**src/rtl/lcd_pkg.sv**
```systemverilog
// Shared constants and types for the paged LCD text renderer.
package lcd_pkg;

    localparam logic [7:0] LCD_CMD_CLEAR   = 8'h01;
    localparam logic [7:0] LCD_CMD_SETADDR = 8'h80;

    // DDRAM start address of each display line (HD44780-style layout)
    localparam logic [7:0] LCD_LINE_BASE [4] = '{8'h00, 8'h40, 8'h14, 8'h54};

    localparam logic LCD_RS_INSTR = 1'b0;
    localparam logic LCD_RS_DATA  = 1'b1;

    typedef enum logic [2:0] {
        ST_IDLE,
        ST_CLEAR,
        ST_SETADDR,
        ST_FETCH,
        ST_WAIT,
        ST_SEND,
        ST_DONE
    } lcd_state_e;

endpackage

```
**src/rtl/lcd_nav_ctrl.sv**
```systemverilog
// Page navigation: up/down wrap counter plus the sticky redraw-pending flag.
module lcd_nav_ctrl
    import lcd_pkg::*;
#(
    parameter int unsigned NUM_PAGES = 4,
    parameter int unsigned PW        = $clog2(NUM_PAGES)
) (
    input  logic          clk,
    input  logic          rst,
    input  logic          btn_up,
    input  logic          btn_down,
    input  logic          btn_redraw,
    input  logic          pending_clr,
    output logic [PW-1:0] page,
    output logic          pending
);

    localparam logic [PW-1:0] LAST_PAGE = PW'(NUM_PAGES - 1);

    logic [PW-1:0] page_q, page_d;
    logic          pending_q, pending_d;

    // A new event in the same cycle as the clear wins, so it is never lost
    always_comb begin
        page_d    = page_q;
        pending_d = pending_q & ~pending_clr;
        if (btn_up && !btn_down) begin
            page_d    = (page_q == '0) ? LAST_PAGE : page_q - 1'b1;
            pending_d = 1'b1;
        end else if (btn_down && !btn_up) begin
            page_d    = (page_q == LAST_PAGE) ? '0 : page_q + 1'b1;
            pending_d = 1'b1;
        end
        if (btn_redraw) begin
            pending_d = 1'b1;
        end
    end

    always_ff @(posedge clk) begin
        if (rst) begin
            page_q    <= '0;
            pending_q <= 1'b0;
        end else begin
            page_q    <= page_d;
            pending_q <= pending_d;
        end
    end

    assign page    = page_q;
    assign pending = pending_q;

endmodule

```
**src/rtl/lcd_page_seq.sv**
```systemverilog
// Draws one ROM-backed text page onto a character LCD over a valid/ready
// command stream: clear, then per line a set-address followed by its characters.
module lcd_page_seq
    import lcd_pkg::*;
#(
    parameter int unsigned NUM_PAGES = 4,
    parameter int unsigned LINES     = 2,
    parameter int unsigned COLS      = 16,
    parameter int unsigned AW        = 7
) (
    input  logic                         clk,
    input  logic                         rst,
    input  logic                         btn_up,
    input  logic                         btn_down,
    input  logic                         btn_redraw,
    output logic [AW-1:0]                rom_addr,
    output logic                         rom_en,
    input  logic [7:0]                   rom_data,
    output logic                         cmd_valid,
    input  logic                         cmd_ready,
    output logic                         cmd_rs,
    output logic [7:0]                   cmd_byte,
    output logic [$clog2(NUM_PAGES)-1:0] page,
    output logic                         busy,
    output logic                         draw_done
);

    localparam int unsigned PW = $clog2(NUM_PAGES);
    localparam int unsigned LW = (LINES > 1) ? $clog2(LINES) : 1;
    localparam int unsigned CW = (COLS > 1) ? $clog2(COLS) : 1;

    localparam logic [AW-1:0] PAGE_STRIDE = AW'(LINES * COLS);
    localparam logic [AW-1:0] LINE_STRIDE = AW'(COLS);
    localparam logic [LW-1:0] LAST_LINE   = LW'(LINES - 1);
    localparam logic [CW-1:0] LAST_COL    = CW'(COLS - 1);

    if (NUM_PAGES < 2) begin : g_chk_pages
        $error("lcd_page_seq: NUM_PAGES must be at least 2");
    end
    if (LINES < 1 || LINES > 4) begin : g_chk_lines
        $error("lcd_page_seq: LINES must be in 1..4");
    end
    if (COLS < 1 || COLS > 20) begin : g_chk_cols
        $error("lcd_page_seq: COLS must be in 1..20");
    end
    if ((NUM_PAGES * LINES * COLS) > (32'd1 << AW)) begin : g_chk_aw
        $error("lcd_page_seq: AW too small for NUM_PAGES*LINES*COLS");
    end

    function automatic logic [AW-1:0] char_addr(input logic [PW-1:0] pg,
                                                input logic [LW-1:0] ln,
                                                input logic [CW-1:0] cl);
        return AW'(pg) * PAGE_STRIDE + AW'(ln) * LINE_STRIDE + AW'(cl);
    endfunction

    function automatic logic [7:0] setaddr_byte(input logic [LW-1:0] ln);
        return LCD_CMD_SETADDR | LCD_LINE_BASE[2'(ln)];
    endfunction

    lcd_state_e    state_q, state_d;
    logic [LW-1:0] line_q, line_d;
    logic [CW-1:0] col_q, col_d;
    logic          init_pending_q, init_pending_d;
    logic          cmd_valid_q, cmd_valid_d;
    logic          cmd_rs_q, cmd_rs_d;
    logic [7:0]    cmd_byte_q, cmd_byte_d;
    logic          rom_en_q, rom_en_d;
    logic [AW-1:0] rom_addr_q, rom_addr_d;
    logic          busy_q, busy_d;
    logic          draw_done_q, draw_done_d;
    logic          pending;
    logic          pending_clr;
    logic          xfer;

    lcd_nav_ctrl #(
        .NUM_PAGES (NUM_PAGES),
        .PW        (PW)
    ) u_nav (
        .clk         (clk),
        .rst         (rst),
        .btn_up      (btn_up),
        .btn_down    (btn_down),
        .btn_redraw  (btn_redraw),
        .pending_clr (pending_clr),
        .page        (page),
        .pending     (pending)
    );

    assign xfer = cmd_valid_q && cmd_ready;

    // Outputs are computed for the state being entered, so they are all registered
    always_comb begin
        state_d        = state_q;
        line_d         = line_q;
        col_d          = col_q;
        init_pending_d = init_pending_q;
        cmd_valid_d    = cmd_valid_q;
        cmd_rs_d       = cmd_rs_q;
        cmd_byte_d     = cmd_byte_q;
        rom_en_d       = 1'b0;
        rom_addr_d     = rom_addr_q;
        busy_d         = busy_q;
        draw_done_d    = 1'b0;
        pending_clr    = 1'b0;
        unique case (state_q)
            ST_IDLE: begin
                if (init_pending_q || pending) begin
                    state_d        = ST_CLEAR;
                    init_pending_d = 1'b0;
                    pending_clr    = 1'b1;
                    busy_d         = 1'b1;
                    cmd_valid_d    = 1'b1;
                    cmd_rs_d       = LCD_RS_INSTR;
                    cmd_byte_d     = LCD_CMD_CLEAR;
                end
            end
            ST_CLEAR: begin
                if (xfer) begin
                    state_d    = ST_SETADDR;
                    line_d     = '0;
                    cmd_byte_d = setaddr_byte('0);
                end
            end
            ST_SETADDR: begin
                if (xfer) begin
                    state_d     = ST_FETCH;
                    col_d       = '0;
                    cmd_valid_d = 1'b0;
                    rom_en_d    = 1'b1;
                    rom_addr_d  = char_addr(page, line_q, '0);
                end
            end
            ST_FETCH: begin
                state_d = ST_WAIT;
            end
            ST_WAIT: begin
                state_d     = ST_SEND;
                cmd_valid_d = 1'b1;
                cmd_rs_d    = LCD_RS_DATA;
                cmd_byte_d  = rom_data;
            end
            ST_SEND: begin
                if (xfer) begin
                    if (col_q != LAST_COL) begin
                        state_d     = ST_FETCH;
                        col_d       = col_q + 1'b1;
                        cmd_valid_d = 1'b0;
                        rom_en_d    = 1'b1;
                        rom_addr_d  = char_addr(page, line_q, col_q + 1'b1);
                    end else if (line_q != LAST_LINE) begin
                        state_d    = ST_SETADDR;
                        line_d     = line_q + 1'b1;
                        cmd_rs_d   = LCD_RS_INSTR;
                        cmd_byte_d = setaddr_byte(line_q + 1'b1);
                    end else begin
                        state_d     = ST_DONE;
                        cmd_valid_d = 1'b0;
                        draw_done_d = 1'b1;
                        busy_d      = 1'b0;
                    end
                end
            end
            ST_DONE: begin
                state_d = ST_IDLE;
            end
            default: begin
                state_d = ST_IDLE;
            end
        endcase
    end

    always_ff @(posedge clk) begin
        if (rst) begin
            state_q        <= ST_IDLE;
            line_q         <= '0;
            col_q          <= '0;
            init_pending_q <= 1'b1;
            cmd_valid_q    <= 1'b0;
            cmd_rs_q       <= 1'b0;
            cmd_byte_q     <= '0;
            rom_en_q       <= 1'b0;
            rom_addr_q     <= '0;
            busy_q         <= 1'b0;
            draw_done_q    <= 1'b0;
        end else begin
            state_q        <= state_d;
            line_q         <= line_d;
            col_q          <= col_d;
            init_pending_q <= init_pending_d;
            cmd_valid_q    <= cmd_valid_d;
            cmd_rs_q       <= cmd_rs_d;
            cmd_byte_q     <= cmd_byte_d;
            rom_en_q       <= rom_en_d;
            rom_addr_q     <= rom_addr_d;
            busy_q         <= busy_d;
            draw_done_q    <= draw_done_d;
        end
    end

    assign cmd_valid = cmd_valid_q;
    assign cmd_rs    = cmd_rs_q;
    assign cmd_byte  = cmd_byte_q;
    assign rom_en    = rom_en_q;
    assign rom_addr  = rom_addr_q;
    assign busy      = busy_q;
    assign draw_done = draw_done_q;

endmodule

```
**config.mk**
```make
export PLATFORM = sky130hd
export DESIGN_NAME = lcd_page_seq
export DESIGN_NICKNAME = d
export VERILOG_FILES = /design/src/rtl/lcd_pkg.sv /design/src/rtl/lcd_nav_ctrl.sv /design/src/rtl/lcd_page_seq.sv
export SDC_FILE = /design/constraint.sdc
export NUM_CORES = 1
export LEC_CHECK = 0
export BUFFER_PORTS_ARGS = -buffer_cell sky130_fd_sc_hd__buf_2
export CAP_MARGIN = 10
export CORE_MARGIN = 1
export CORE_UTILIZATION = 40
export CTS_CLUSTER_DIAMETER = 200
export DETAILED_ROUTE_END_ITERATION = 12
export GPL_TIMING_DRIVEN = 1
export HOLD_SLACK_MARGIN = 0.15
export PLACE_DENSITY = 0.69
export SLEW_MARGIN = 20
export SYNTH_ARGS = -nofsm -noshare
export SYNTH_HDL_FRONTEND = slang
export SYNTH_HIERARCHICAL = 1
export SYNTH_SLANG_ARGS = --single-unit
```
**constraint.sdc**
```tcl
create_clock -name clk -period 1.6 [get_ports clk]
set_input_delay 0.16 -clock clk [delete_from_list [all_inputs] [get_ports clk]]
set_output_delay 0.16 -clock clk [all_outputs]
set_load 0.02 [all_outputs]
```
==> impl_metrics.toml, run 1 <==
[cts]
clock_sinks = 28
clk_latency_ns = 0.34
cts_tree = "yes"
ctsLongestPathBuffers = 2
cts_root_buffer = "clkbuf_4"
clkSlewWorstSetupHoldPaths_ns = 0.15
htreeDepth = 1
cts_buffers = 3

[sta]
fmax_mhz = 607
rsz0062_at_grt = "yes"
final_hold_viol_count = 0
tightest_slew_ns = 0.461
finalCriticalPeriod_ns = 1.65
slew_viol_final = 0
fin_ws_ns = -0.0480
finalCritPeriodShare = 1.03
slew_headroom = 0.692
setup-violations-final = 5
hold_ws_ns = 0.207
fin_skew_ns = 0.00976

[yosys]
synthMuxAreaShare = 0.0365
ys_seq_elements = 28
ys_seq_area_frac = 0.408
synth_compound_area_frac = 0.222
yosysWarnings = 6
synthCells = 154
synth_cell_types = 46
synthAdderAreaFrac = 0.0456
synth_top_family_by_area = "simple AND/OR/NAND/NOR gates"
syn_nets = 173
synth-xor-area-share = 0.00638
postSynth.asyncResetShare = 0
yosys.area_share.simple = 0.242
syn_area_per_cell_um2 = 8.91
ys.flop_type = "dfxtp_1"
synth_edf_count = 0
syn-cell-area_um2 = 1370

[place]
dp_hpwl_um = 2500
place_congestion = 0.804
port_buffers = 35
placedInstanceArea_um2 = 1730

[run_status]
violations = "negative setup slack"
status = "finished with violations"

[cells_and_area]
final_nets = 231
multi_input_area_um2 = 777
layout_commonest_cell = "buf_2"
stdcell_area_um2 = 1840
areaGrowthSynthToFinish_pct = 33.7
antenna_cells = 0
final_cell_mix = "35 x buf_2, 24 x dfxtp_1, 18 x buf_4, 17 x nand2_1"
final-seq-area_um2 = 571
fillers = 308
drive_gt1_frac = 0.336

[setup_path]
path_cells = "ha_4 -> nand4b_1 -> a2111oi_4 -> nor2_2 -> a22o_1"
crit_end = "cmd_byte[4]"
crit_fanout = 5
cp_num_buf_inv = 0
rr_endpoint = "cmd_byte[4]"
reg2reg_from = "col_q[0]"
r2r_cells = 5
cp-end-kind = "flip-flop"
rrSetupSlack_ns = -0.05
crit_family = "compound AO/OA/AOI/OAI gates"
critical_path_class = "reg2reg"
slowest_delay_ns = 0.49
critPathLaunchType = "flip-flop"
slowest_stage = "a2111oi_4"
critPathRequiredTime_ns = 1.85
cp.depth = 5
worst_ep_arrival_time_ns = 1.89
crit_start = "col_q[0]"

[die]
start_util = 0.435
dieArea_um2 = 3670
fp.dieW_um = 60.6
ios = 36
die_height_um = 60.6
row_count = 20
core_region_area_um2 = 3150

[pwr]
ir_worst_vdd_mv = 0.396
p_leak_nw = 0.794
p_per_area_nw_per_um2 = 735

[route]
wl_per_cell_um = 13.1
drt_iter0_drc = 54
route.detailed.drc = 0
vias_per_cell = 5.27
dr.pass1.iters = 4
wirelength_um = 3340
vias = 1343
ant_nets = 0

[worst_hold_path]
hp-class = "in2reg"

[global_route]
grt_pass1_vias = 1254
grt_max_degree = 18
grt_antenna_before_repair = 0
grt_pass1_wl_um = 5410
grt_usage = 0.200
grt-ovfl-total = 0

[job]
maxCapViolations = 0
Yosys cell counts (2+ instances only):
library cell | count | share of area
mux2i_1 | 5 | 0.036
nand2b_1 | 4 | 0.018
o21ai_0 | 4 | 0.015
nand3_1 | 7 | 0.026
nand2_1 | 17 | 0.046
a22o_1 | 5 | 0.032
clkbuf_1 | 5 | 0.014
nor3_1 | 3 | 0.011
a21oi_1 | 10 | 0.036
inv_1 | 7 | 0.019
dfxtp_1 | 28 | 0.41
or3_1 | 2 | 0.0091
nor4_1 | 2 | 0.0091
and2_1 | 2 | 0.0091
nand4b_1 | 2 | 0.013
ha_1 | 5 | 0.046
a31oi_1 | 2 | 0.0091
or2_1 | 2 | 0.0091
nor2_1 | 11 | 0.030
o21ai_1 | 3 | 0.011
and3_1 | 2 | 0.0091
buf_2 | 2 | 0.0073
report_power, final:
part / switching, mW / internal, mW / total (mW)
Sequential: 0.0286 / 0.725 / 0.754
Combinational: 0.157 / 0.123 / 0.280
Clock: 0.216 / 0.0983 / 0.315
Total: 0.402 / 0.947 / 1.35
routing by layer:
metal  routed length, um  vias to the layer above  global-route usage
met5                   0                        -                   0
li1                    -                      675                   -
met1                1540                      630               0.254
met4                  47                        0              0.0844
met2                1630                       32               0.334
met3                 122                        6              0.0341
layout make-up:
class | count | area share
Sequential cell | 28 | 0.311
Timing Repair Buffer | 60 | 0.207
Tap cell | 44 | 0.0300
Clock buffer | 4 | 0.0143
Multi-Input combinational cell | 112 | 0.423
Inverter | 7 | 0.0143
repair_timing:
item,4_1_cts,5_1_grt
hold buffers,7,0
pin swaps,3,1
setup buffers,1,0
hold endpoints to repair,7,0
setup endpoints to repair,7,12
resized for setup,0,2
flip-flops by register name, indices dropped and copies added, names as in the netlist:
name            count
cmd_byte            8
rom_addr            4
col_q               3
state_q             3
u_nav/page          2
busy                1
cmd_rs              1
cmd_valid           1
draw_done           1
init_pending_q      1
line_q              1
rom_en              1
u_nav/pending       1
through the flow:
| stage | worst slack, ns | cells | utilization | setup TNS, ns | power (mW) |
|---|---|---|---|---|---|
| after floorplan | -0.0158 | 154 | - | -0.0789 | 0.944 |
| after global placement | 0.00242 | 243 | 0.547 | 0 | 1.02 |
| after detailed placement | -0.0856 | 243 | 0.547 | -0.467 | 1.04 |
| after CTS | -0.0384 | 255 | 0.580 | -0.155 | 1.36 |
| after global routing | -0.124 | 255 | 0.582 | -0.684 | 1.42 |
| final | -0.0480 | 255 | 0.582 | -0.216 | 1.35 |
cells by family after synthesis:
group	count (synthesis)
multiplexers	5
adder cells (fa/ha/maj)	5
flip-flops	28
XOR/XNOR	1
AO/OA/AOI/OAI	39
AND/OR/NAND/NOR	62
buffers and inverters	14
worst min path at each step:
stage | start | endpoint | depth (start not counted)
final | rom_data[6] | cmd_byte[6] | 5
after detailed placement | rom_data[4] | cmd_byte[4] | 2
after CTS | rst | rom_addr[3] | 2
after global placement | rom_data[2] | cmd_byte[2] | 2
after global routing | rst | rom_addr[3] | 2
after floorplan | rst | u_nav/page[0] | 1
worst min-delay path, stage by stage:
cell and delay (ns):
buf_2 0.10, inv_1 0.04, mux2i_1 0.07, nand3_1 0.08
o21ai_1 0.06
Power figures use the tool's default switching activity.
==> run 2, diff against run 1 <==
--- a/config.mk
+++ b/config.mk
@@ -5,6 +5,7 @@
 export SDC_FILE = /design/constraint.sdc
 export NUM_CORES = 1
 export LEC_CHECK = 0
+export ABC_AREA = 1
 export BUFFER_PORTS_ARGS = -buffer_cell sky130_fd_sc_hd__buf_2
 export CAP_MARGIN = 10
 export CORE_MARGIN = 1
==> run 2 against run 1 <==
  * The run now ends clean
  * Design area fell by 6.9%
  * Final cell count rose by 13%
  * Global-route usage fell by 1.4 points
  * Clock power rose by 8.3%
  * Die area fell by 2.8%
  * Worst hold slack got worse by 0.0076 ns
  * Combinational power rose to 3.2 times the previous value
  * Routed wire length fell by 12%
==> impl_metrics.toml, run 2 <==
[run_status]
status = "finished clean"

[die]
die_height_um = 59.7
start_util = 0.429
core_region_area_um2 = 3100
ios = 36
row_count = 20
fp.dieW_um = 59.7
dieArea_um2 = 3570

[yosys]
yosysTopAreaCellShare = 0.421
ys_seq_elements = 28
ys.flop_type = "dfxtp_1"
syn-cell-area_um2 = 1330
syn_area_per_cell_um2 = 6.83
synth_edf_count = 0
syn_nets = 214
synth.top_cells.by_count = "47 x nand2_1, 30 x nor2_1, 28 x dfxtp_1, 28 x inv_1, 14 x a21oi_1"
synthCells = 195
yosysWarnings = 6
ys_top_cells_by_area = "dfxtp_1 42%, nand2_1 13%, nor2_1 8.5%"
synth_cell_types = 22
postSynth.asyncResetShare = 0
synth_top_area_cell = "dfxtp_1"
ys_seq_area_frac = 0.421
synth_most_common_cell = "nand2_1"

[setup_path]
critPathLaunchType = "flip-flop"
worst_ep_arrival_time_ns = 1.72
cp-end-kind = "flip-flop"
crit_fanout = 7
critPathRequiredTime_ns = 1.83
critical_path_class = "reg2reg"

[sta]
setup-violations-final = 0
finalCriticalPeriod_ns = 1.50
rsz0062_at_grt = "yes"
slew_headroom = 0.772
slew_viol_final = 0
final_hold_viol_count = 0
fmax_mhz = 668
finalCritPeriodShare = 0.935
fin_skew_ns = 0.00111
tightest_slew_ns = 0.341
fin_tns_setup_ns = 0

[route]
wl_met1_um = 1390
ant_nets = 0
met3_length_um = 160
wl_per_cell_um = 10.2
drt_iter0_drc = 74
vias_per_cell = 4.59
route.detailed.drc = 0
highest_layer = "met4"
met2WireLength_um = 1350
wirelength_um = 2950
dr.pass1.iters = 4
vias = 1323

[job]
maxCapViolations = 0

[cts]
clock_sinks = 28
htreeDepth = 1
clkSlewWorstSetupHoldPaths_ns = 0.14
cts_buffers = 3
ctsLongestPathBuffers = 2
clk_latency_ns = 0.33
cts_tree = "yes"
cts_root_buffer = "clkbuf_4"

[cells_and_area]
antenna_cells = 0
largest_register_ffs = 8
stdcell_area_um2 = 1710
final_nets = 264
layout_commonest_cell = "nand2_1"
fin_cells = 288
drive_gt1_frac = 0.230
fillers = 346
final_cell_mix = "46 x nand2_1, 35 x buf_2, 28 x nor2_1, 28 x dfxtp_1, 27 x inv_1"
areaGrowthSynthToFinish_pct = 28.3

[pwr]
p_leak_nw = 0.891
p_per_area_nw_per_um2 = 1250
ir_worst_vdd_mv = 0.724

[place]
place_congestion = 0.896
placedInstanceArea_um2 = 1600
port_buffers = 35
dp_hpwl_um = 2130
placed_cells = 278

[global_route]
grt_pass1_wl_um = 4960
grt_usage = 0.185
grt_antenna_before_repair = 0
grt-ovfl-total = 0
grt_pass1_vias = 1114
grt_max_degree = 18

[worst_hold_path]
hp-class = "in2reg"
==> run 2: cell count changes after synthesis, moves of 4 or more <==
cell	delta
nand2_1	+30
inv_1	+21
nor2_1	+19
o21ai_0	+8
a22o_1	-5
mux2i_1	-5
a21oi_1	+4
clkbuf_1	-4
nand2b_1	-4
nand3_1	+4
==> run 2: logic make-up (layout without fill, tap and decap cells) <==
| kind of cell | count (synthesis) | in the layout | synth area share |
|---|---|---|---|
| AO/OA/AOI/OAI | 34 | 34 | 0.146 |
| flip-flops | 28 | 28 | 0.421 |
| XOR/XNOR | 1 | 1 | 0.00657 |
| adder cells (fa/ha/maj) | 5 | 5 | 0.0469 |
| AND/OR/NAND/NOR | 96 | 96 | 0.293 |
| buffers and inverters | 31 | 80 | 0.0873 |
==> run 2: where the power goes <==
group          internal (mW)  switching (mW)  leakage, nW
sequential             0.819          0.0982        0.229
combinational          0.303           0.581        0.641
clock                  0.139           0.201       0.0210
==> run 2: final cells by class <==
class                      instances  area [um2]  share of cell area
tap                               44        55.1              0.0322
clock buffer                       4        36.3              0.0212
multi-input combinational        136         672               0.393
inverter                          30         113              0.0659
sequential                        28         561               0.328
timing repair buffer              46         273               0.160
==> run 2: critical path, cell delays in order (launching register included) <==
cell and delay [ns]:
dfxtp_1 0.39, inv_1 0.11, nand2_1 0.07, nor2_1 0.25
nand2_1 0.11, nand2_1 0.13, nor2_1 0.08, a21boi_0 0.20
nor2_1 0.06
==> run 2: metrics by stage <==
step                total power, mW  worst slack, ns  hold WS (ns)  utilization
floorplan                      1.54           0.0375         0.222            -
finish                         2.14            0.103         0.199        0.551
detailed placement             1.79           0.0113         0.417        0.515
global placement               1.79          0.00333         0.417        0.515
CTS                            2.15          0.00593         0.198        0.548
global route                   2.32          -0.0237         0.208        0.551
==> run 2: what timing repair did <==
item | 4_1_cts | 5_1_grt
hold endpoints to repair | 6 | 0
setup endpoints to repair | 4 | 17
setup buffers | 0 | 0
hold buffers | 6 | 0
pin swaps | 0 | 0
gates resized for setup | 2 | 4
==> run 2: final timing paths <==
path	slack (ns)	end	cells after the start	from
hold / removal	0.20	u_nav/page[0]	2	rst
setup reg to reg	0.10	state_q[1]	8	state_q[2]
hold reg to reg	0.47	cmd_byte[3]	2	cmd_byte[3]
setup / recovery	0.10	state_q[1]	8	state_q[2]
==> run 2: per-layer routing <==
layer	vias up	GRT usage
li1	715	-
met1	561	0.253
met2	39	0.286
met3	8	0.0390
met4	0	0.0731
met5	-	0
==> run 3, diff against run 2 <==
--- a/config.mk
+++ b/config.mk
@@ -8,11 +8,12 @@
 export ABC_AREA = 1
 export BUFFER_PORTS_ARGS = -buffer_cell sky130_fd_sc_hd__buf_2
 export CAP_MARGIN = 10
+export CORE_ASPECT_RATIO = 1.4
 export CORE_MARGIN = 1
 export CORE_UTILIZATION = 40
 export CTS_CLUSTER_DIAMETER = 200
 export DETAILED_ROUTE_END_ITERATION = 12
-export GPL_TIMING_DRIVEN = 1
+export GPL_TIMING_DRIVEN = 0
 export HOLD_SLACK_MARGIN = 0.15
 export PLACE_DENSITY = 0.69
 export SLEW_MARGIN = 20
==> run 3 against run 2 <==
  * Clock power up 25%
  * Register-to-register slack improved by 0.04 ns
  * Worst hold slack got worse by 0.031 ns
  * Clock skew increased by 0.0038 ns
  * Non-clock buffer count shrank 3
  * Design area is 0.59% higher
  * Sequential share of layout area about the same
  * Die area barely moved
  * Fmax is 2.8% higher
  * Via count grew 4.2%
  * Largest cell class unchanged
  * Largest power group unchanged
==> impl_metrics.toml, run 3 (synthesized netlist as in run 2, its figures left out) <==
[global_route]
met2_usage = 0.307
grt_antenna_before_repair = 0
busiest_layer = "met2"
grt_usage = 0.175
grt_pass1_vias = 1233
grt_pass1_wl_um = 4910
grt_use_met3 = 0.0218
grt_max_degree = 16
grt_use_met1 = 0.202
grt-ovfl-total = 0

[setup_path]
cp-end-kind = "flip-flop"
crit_fanout = 9
slowest_delay_ns = 0.38
critPathLaunchType = "flip-flop"
reg2reg_from = "col_q[1]"
r2r_cells = 8
cp_num_buf_inv = 1
path_cells = "ha_2 -> nand3_2 -> inv_2 -> nor2_2 -> nor2_2 -> nand2_4 -> o21ai_0 -> nor2_1"
worst_ep_arrival_time_ns = 1.63
crit_family = "simple AND/OR/NAND/NOR gates"
critical_path_class = "reg2reg"
critPathRequiredTime_ns = 1.77
slowest_stage = "dfxtp_1"
rr_endpoint = "cmd_byte[0]"
cp_common_cell = "nor2_2"
rrSetupSlack_ns = 0.14

[die]
fp.dieW_um = 50.8
die_height_um = 70.3
core_region_area_um2 = 3150
ios = 36
start_util = 0.423
row_count = 24
dieArea_um2 = 3570

[place]
dp_slack_ns = -0.0625
placedInstanceArea_um2 = 1560
place_congestion = 0.853
placed_cells = 269
port_buffers = 35
dp_hpwl_um = 2080

[pwr]
clockPowerShare = 0.191
p_leak_nw = 0.879
ir_worst_vdd_mv = 0.824
p_per_area_nw_per_um2 = 1300
pwr-share-seq = 0.415
combPwrFrac = 0.395
switching_power_uw = 896
p_sw_frac = 0.400
internal_power_mw = 1.34

[route]
wirelength_um = 2870
ant_nets = 0
vias_per_cell = 4.93
wl_per_cell_um = 10.2
route.detailed.drc = 0
dr.pass1.iters = 5
drt_iter0_drc = 71
vias = 1379

[sta]
hold_ws_ns = 0.168
fin_ws_ns = 0.144
tightest_slew_ns = 0.454
setup-violations-final = 0
fmax_mhz = 687
final_hold_viol_count = 0
finalCritPeriodShare = 0.910
slew_headroom = 0.697
fin_skew_ns = 0.00489
finalCriticalPeriod_ns = 1.46
slew_viol_final = 0
rsz0062_at_grt = "no"

[worst_hold_path]
whs_path_depth = 5
whs_endpoint = "u_nav/pending"
min-delay-start = "btn_redraw"
hp-class = "in2reg"

[cts]
cts_root_buffer = "clkbuf_8"
clock_sinks = 28
clk_latency_ns = 0.27
htreeDepth = 1
cts_tree = "yes"
clkSlewWorstSetupHoldPaths_ns = 0.09
ctsLongestPathBuffers = 2
cts_buffers = 3

[run_status]
status = "finished clean"

[job]
maxCapViolations = 0

[cells_and_area]
stdcell_area_um2 = 1720
final_cell_mix = "46 x nand2_1, 35 x buf_2, 27 x inv_1, 26 x nor2_1, 25 x dfxtp_1"
layout_commonest_cell = "nand2_1"
final_nets = 261
fin_cells = 280
areaGrowthSynthToFinish_pct = 29.0
antenna_cells = 0
drive_gt1_frac = 0.245
largest_register_ffs = 8
-- run 3: metrics by stage --
| step | power, mW | TNS (ns) | utilization |
|---|---|---|---|
| after floorplan | 1.54 | 0 | - |
| after global placement | 1.76 | -0.0893 | 0.494 |
| after detailed placement | 1.76 | -0.210 | 0.494 |
| after CTS | 2.21 | 0 | 0.533 |
| after global routing | 2.42 | 0 | 0.545 |
| final | 2.24 | 0 | 0.545 |
-- run 3: power groups by stage --
stage	registers, mW	clock network (mW)	logic, mW
floorplan	1.01	0	0.534
finish	0.928	0.427	0.883
CTS	0.916	0.439	0.854
global placement	0.932	0	0.825
global route	0.949	0.465	1.01
detailed placement	0.931	0	0.829
-- run 3: worst max path at each step --
| stage | from | end | slack, ns | depth (start not counted) |
|---|---|---|---|---|
| CTS | col_q[1] | cmd_byte[0] | 0.02 | 8 |
| finish | col_q[1] | cmd_byte[0] | 0.14 | 8 |
| global placement | col_q[0] | cmd_byte[7] | -0.03 | 8 |
| global route | state_q[2] | state_q[1] | 0.003 | 8 |
| floorplan | col_q[1] | cmd_byte[0] | 0.04 | 8 |
| detailed placement | col_q[0] | cmd_byte[0] | -0.06 | 8 |
-- run 3: cell type report --
| class | count | area [um2] |
|---|---|---|
| clock buffer | 4 | 55.1 |
| fill | 310 | 1430 |
| tap | 39 | 48.8 |
| buffer | 1 | 3.75 |
| multi-input combinational | 136 | 689 |
| sequential | 28 | 564 |
| inverter | 30 | 115 |
| timing repair buffer | 42 | 243 |
-- run 3: metal layers --
metal  wire length [um]  part of all wire  vias to the layer above
met3                140             0.049                        5
met4                 44             0.015                        0
li1                   -                 -                      710
met5                  0                 0                        -
met2               1420              0.50                       43
met1               1260              0.44                      621
-- run 3: timing repair --
action,in CTS,in global routing
gates resized for setup,4,11
pin swaps,0,1
setup endpoints to repair,7,18
hold buffers,6,0
hold endpoints to repair,6,0
setup buffers,0,1
-- run 3: worst register-to-register path, cell delays in order, from the launching register on --
cell     delay, ns
dfxtp_1       0.38
ha_2          0.22
nand3_2       0.12
inv_2         0.10
nor2_2        0.05
nor2_2        0.16
nand2_4       0.11
o21ai_0       0.17
nor2_1        0.05
